--- config.mk ---
export PLATFORM = sky130hd
export DESIGN_NAME = alu_op_feeder
export DESIGN_NICKNAME = d
export VERILOG_FILES = /design/src/rtl/alu_op_feeder.sv
export SDC_FILE = /design/constraint.sdc
export NUM_CORES = 1
export LEC_CHECK = 0
export ABC_AREA = 1
export CAP_MARGIN = 25
export CORE_ASPECT_RATIO = 1.2
export CORE_MARGIN = 3
export CORE_UTILIZATION = 30
export DETAILED_ROUTE_END_ITERATION = 10
export PLACE_DENSITY = 0.58
export SLEW_MARGIN = 20
export SYNTH_ARGS = -nofsm -noshare
export SYNTH_HDL_FRONTEND = slang
export SYNTH_SLANG_ARGS = --single-unit
--- constraint.sdc ---
create_clock -name CLK -period 4.7 [get_ports CLK]
set_clock_uncertainty 0.2 [all_clocks]
set_input_delay 0.94 -clock CLK [delete_from_list [all_inputs] [get_ports CLK]]
set_output_delay 0.94 -clock CLK [all_outputs]
set_load 0.03 [all_outputs]
--- src/rtl/alu_op_feeder.sv ---
// alu_op_feeder: FIFO-buffered issue stage that drives the ALU input pins and paces multiplies.
// Latency: an entry pushed at edge N into an empty FIFO is on the ALU pins after edge N+1 (no bypass).
// Backpressure: in_ready = (fifo_cnt < DEPTH); the ALU side never stalls, only the post-multiply gap blocks pops.
// Optional feature: define ALU_FEED_CNT_EN to add the 16-bit issue_cnt output.
module alu_op_feeder #(
  parameter int WIDTH   = 8,
  parameter int CMD_W   = 4,
  parameter int DEPTH   = 4,
  parameter int MUL_GAP = 2
) (
  input  logic                    CLK,
  input  logic                    RST,
  input  logic                    in_valid,
  output logic                    in_ready,
  input  logic [WIDTH-1:0]        in_opa,
  input  logic [WIDTH-1:0]        in_opb,
  input  logic                    in_cin,
  input  logic                    in_mode,
  input  logic [CMD_W-1:0]        in_cmd,
  input  logic [1:0]              in_inp_valid,
  output logic [WIDTH-1:0]        OPA,
  output logic [WIDTH-1:0]        OPB,
  output logic                    CIN,
  output logic                    MODE,
  output logic [CMD_W-1:0]        CMD,
  output logic [1:0]              INP_VALID,
  output logic                    CE,
  output logic                    busy,
  output logic [$clog2(DEPTH):0]  fifo_cnt
`ifdef ALU_FEED_CNT_EN
  ,
  output logic [15:0]             issue_cnt
`endif
);

  localparam int PTR_W = $clog2(DEPTH);
  localparam int CNT_W = PTR_W + 1;
  localparam int GAP_W = $clog2(MUL_GAP + 2);

  localparam logic [1:0] S_IDLE  = 2'd0;
  localparam logic [1:0] S_ISSUE = 2'd1;
  localparam logic [1:0] S_GAP   = 2'd2;

  typedef struct packed {
    logic [WIDTH-1:0] opa;
    logic [WIDTH-1:0] opb;
    logic             cin;
    logic             mode;
    logic [CMD_W-1:0] cmd;
    logic [1:0]       iv;
  } entry_t;

  entry_t           mem [DEPTH];
  entry_t           in_ent;
  entry_t           head;
  logic [PTR_W-1:0] wr_ptr;
  logic [PTR_W-1:0] rd_ptr;
  logic [1:0]       state;
  logic [GAP_W-1:0] gap;
  logic             push;
  logic             pop;
  logic             head_issue;
  logic             head_mul;
  logic [CNT_W-1:0] cnt_next;

  // Handshake, head decode and occupancy arithmetic; pops are blocked only while a multiply gap runs.
  always_comb begin
    in_ent.opa  = in_opa;
    in_ent.opb  = in_opb;
    in_ent.cin  = in_cin;
    in_ent.mode = in_mode;
    in_ent.cmd  = in_cmd;
    in_ent.iv   = in_inp_valid;
    in_ready    = (fifo_cnt < CNT_W'(DEPTH));
    push        = in_valid && in_ready;
    pop         = (state != S_GAP) && (fifo_cnt != '0);
    head        = mem[rd_ptr];
    head_issue  = (head.iv != 2'b00);
    head_mul    = head_issue && head.mode &&
                  ((head.cmd == CMD_W'(9)) || (head.cmd == CMD_W'(10)));
    cnt_next    = fifo_cnt + CNT_W'(push) - CNT_W'(pop);
    busy        = (fifo_cnt != '0) || (gap != '0);
  end

  // Entry storage; contents need no reset because occupancy gates every read.
  always_ff @(posedge CLK) begin
    if (push) mem[wr_ptr] <= in_ent;
  end

  // FIFO pointers and occupancy; pointers wrap naturally since DEPTH is a power of two.
  always_ff @(posedge CLK or posedge RST) begin
    if (RST) begin
      wr_ptr   <= '0;
      rd_ptr   <= '0;
      fifo_cnt <= '0;
    end else begin
      if (push) wr_ptr <= wr_ptr + PTR_W'(1);
      if (pop)  rd_ptr <= rd_ptr + PTR_W'(1);
      fifo_cnt <= cnt_next;
    end
  end

  // Issue FSM: register the popped head onto the ALU pins, or count down the post-multiply gap.
  always_ff @(posedge CLK or posedge RST) begin
    if (RST) begin
      state     <= S_IDLE;
      gap       <= '0;
      OPA       <= '0;
      OPB       <= '0;
      CIN       <= 1'b0;
      MODE      <= 1'b0;
      CMD       <= '0;
      INP_VALID <= 2'b00;
      CE        <= 1'b0;
    end else begin
      INP_VALID <= 2'b00;
      CE        <= 1'b0;
      if (state == S_GAP) begin
        CE  <= 1'b1;
        gap <= gap - GAP_W'(1);
        if (gap == GAP_W'(1)) state <= (fifo_cnt != '0) ? S_ISSUE : S_IDLE;
      end else if (pop) begin
        CE <= 1'b1;
        // A zero operand-valid code is consumed without touching the held pins.
        if (head_issue) begin
          OPA       <= head.opa;
          OPB       <= head.opb;
          CIN       <= head.cin;
          MODE      <= head.mode;
          CMD       <= head.cmd;
          INP_VALID <= head.iv;
        end
        if (head_mul && (MUL_GAP > 0)) begin
          gap   <= GAP_W'(MUL_GAP);
          state <= S_GAP;
        end else begin
          state <= (cnt_next != '0) ? S_ISSUE : S_IDLE;
        end
      end else begin
        state <= S_IDLE;
      end
    end
  end

`ifdef ALU_FEED_CNT_EN
  // Count entries actually presented to the ALU; wraps at 16 bits.
  always_ff @(posedge CLK or posedge RST) begin
    if (RST) issue_cnt <= '0;
    else if (pop && head_issue) issue_cnt <= issue_cnt + 16'd1;
  end
`endif

endmodule
==> results.yml <==
clocking:
  cts.reportedPaths.clkPinSlew_ns: 0.06
  clockRootBuffer: "clkbuf_16"
  cts_tree: "built"
  htreeDepth: 4
  cts_setup_buffers: 0
  insertion_delay_ns: 0.41
  post_cts_resized: 0
  cts_buffers: 17
  clk_path_buf_depth: 2
  postCtsHoldBufs: 0
  clock_sinks: 132
synthesis:
  synthFlopType: "edfxtp_1"
  syn_inst: 402
  synth_area_leaders: "edfxtp_1 (54%), dfrtp_1 (17%), nand2_1 (4.2%)"
  avgSynthCellArea_sq_um: 13.34
  syn-cell-area_sq_um: 5361
  synth_common_cells: "edfxtp_1 (96), nand2_1 (60), nor2_1 (43), dfrtp_1 (36), o21ai_0 (32)"
  yosysTopAreaCell: "edfxtp_1"
  synthArstFlopShare: 0.2727
  yosysWarnings: 0
  syn_nets: 437
  synth_cell_types: 29
  synth_most_common_cell: "edfxtp_1"
  ys_ff_latch: 132
  ys_seq_area_frac: 0.7057
  netlist.area_leader.share: 0.5377
  synth-edff-count: 96
drt:
  wl_met1_mm: 4.944
  avgViaCountPerCell: 4.566
  num_vias: 3178
  routed-wl-met3_microns: 370
  drc: 0
  met2WireLength_mm: 5.286
  routed.top_layer: "met4"
  postRouteAntennaNets: 0
  drt_wl_total_mm: 10.76
  drt_iter0_markers: 140
  wire_per_inst_microns: 15.46
  dr.pass1.iters: 4
die:
  pin_count: 57
  rows: 52
  die_area_sq_um: 19520
  dieWidth_microns: 128.0
  dieHeight_microns: 152.4
  coreArea_sq_um: 17180
  initial_core_util: 0.3121
placed_design:
  preCtsSetupSlack_ns: 1.452
  port_buffers: 56
  dp_cells: 664
  dp_hpwl_mm: 6.464
  routabilityCongestion: 0.7013
pwr:
  p_leak_nw: 2.596
  peakVddDrop_uv: 278.6
  power.density_nw_per_um2: 750.4
worst_hold_path:
  min_path_cells: 1
  holdCritStartpoint: "OPA[5]"
  worstHoldPathType: "flop to flop"
  hold_end: "OPA[5]"
outcome:
  status: "complete, no violations"
layout:
  final_nets: 502
  finalNonFillerCells: 696
  n_antenna_cell: 0
  drive_gt1_frac: 0.1688
  area_growth_pct: 25.93
setup_path:
  start_kind: "flop"
  reg2reg_slack_ns: 2.03
  critPathKind: "flop to primary output"
  cp.required_ns: 3.56
  r2r_start: "rd_ptr[0]"
  cp.arrival_ns: 1.91
  r2r-end: "OPA[5]"
  critical_path.max_fanout: 4
  r2r_cells: 8
  cp-startpoint: "fifo_cnt[2]"
  end_kind: "primary output"
job:
  drv_cap: 0
timing:
  fmaxAchievable_mhz: 327.3
  post-route-period-util: 0.6500
  tightestPinTransition_ns: 0.8414
  whs_ns: 0.3056
  setup_tns_ns: 0
  slew_headroom: 0.4391
  setup_viol: 0
  rsz0062_at_grt: "no"
  finalCriticalPeriod_ns: 3.055
  final_max_slew_viol_count: 0
  finalHoldViolCount: 0
  final_critical_path_setup_slack_ns: 1.645
global_routing:
  grt_overflow_total: 0
  grt_pass1_wl_mm: 17.60
  track_usage: 0.1175
  grt_max_degree: 52
  antenna_found_initial: 0
  grt_pass1_vias: 3305
==> routing by layer <==
layer,vias up,global-route usage
li1,1529,-
met1,1571,0.1527
met2,64,0.1855
met3,14,0.03787
met4,0,0.03943
met5,-,0
==> worst max-delay path, cell delays in order (launching register included) <==
cell and delay, ns:
dfrtp_1 0.42, nor3_2 0.39, nand2_1 0.09, clkdlybuf4s50_1 0.60
==> through the flow <==
stage                 util  instance area, sq um  power, mW
floorplan                -                  5361      3.189
global placement    0.3564                  6122      3.685
detailed placement  0.3564                  6122      3.721
CTS                 0.3931                  6751      5.134
global route        0.3931                  6751      5.390
finish              0.3931                  6751      5.066
==> report_power, final <==
part | internal [mW] | switching, mW | total, mW
clock | 0.893 | 0.501 | 1.39
combinational | 0.818 | 1.19 | 2.00
sequential | 1.56 | 0.112 | 1.67
total | 3.27 | 1.80 | 5.07
==> sequential cells by signal, indices dropped and copies added (netlist names) <==
| signal | count |
|---|---|
| CE | 1 |
| CIN | 1 |
| CMD | 4 |
| INP_VALID | 2 |
| MODE | 1 |
| OPA | 8 |
| OPB | 8 |
| fifo_cnt | 3 |
| gap | 2 |
| mem | 96 |
| rd_ptr | 2 |
| state | 2 |
| wr_ptr | 2 |
==> cell families after synthesis <==
group	synth area share
AND/OR/NAND/NOR	0.1148
XOR/XNOR	0.008168
adder cells (fa/ha/maj)	0.02007
flip-flops	0.7057
AO/OA/AOI/OAI	0.05624
multiplexers	0.04971
buffers and inverters	0.04527
==> final cells by class <==
class                      instances  area (sq um)
timing repair buffer              63         613.1
fill                            1640         10430
inverter                          29         108.9
clock buffer                      17         425.4
sequential                       132          3785
multi-input combinational        224          1345
tap                              216         270.3
clock inverter                    15         203.9
==> worst max path at each step <==
stage	slack, ns	cells after the start	to
finish	1.65	3	busy
global route	1.50	3	busy
CTS	1.59	3	busy
detailed placement	1.45	11	state[0]
global placement	1.51	11	state[0]
floorplan	1.94	2	mem[0][0]
==> layout by cell type (no fill, tap or decap), types with 2 or more instances in the layout <==
cell             count
edfxtp_1            96
nor2_1              39
dfrtp_1             35
nand3_1             17
ha_1                 7
mux2_2               5
clkdlybuf4s50_1     56
or2_2                2
clkbuf_16           17
nand2_2              6
clkinv_2             3
o22ai_1             17
clkinv_4             3
xor2_1               4
nor2_2               4
inv_1               26
o21ai_1              5
mux2_4              14
a21oi_1              2
buf_4                7
nand3_2              3
inv_6                4
nand2_1             60
inv_2                2
o21ai_0             32
nor2_4               2
bufinv_16            4
(Power assumes the default switching activity.)
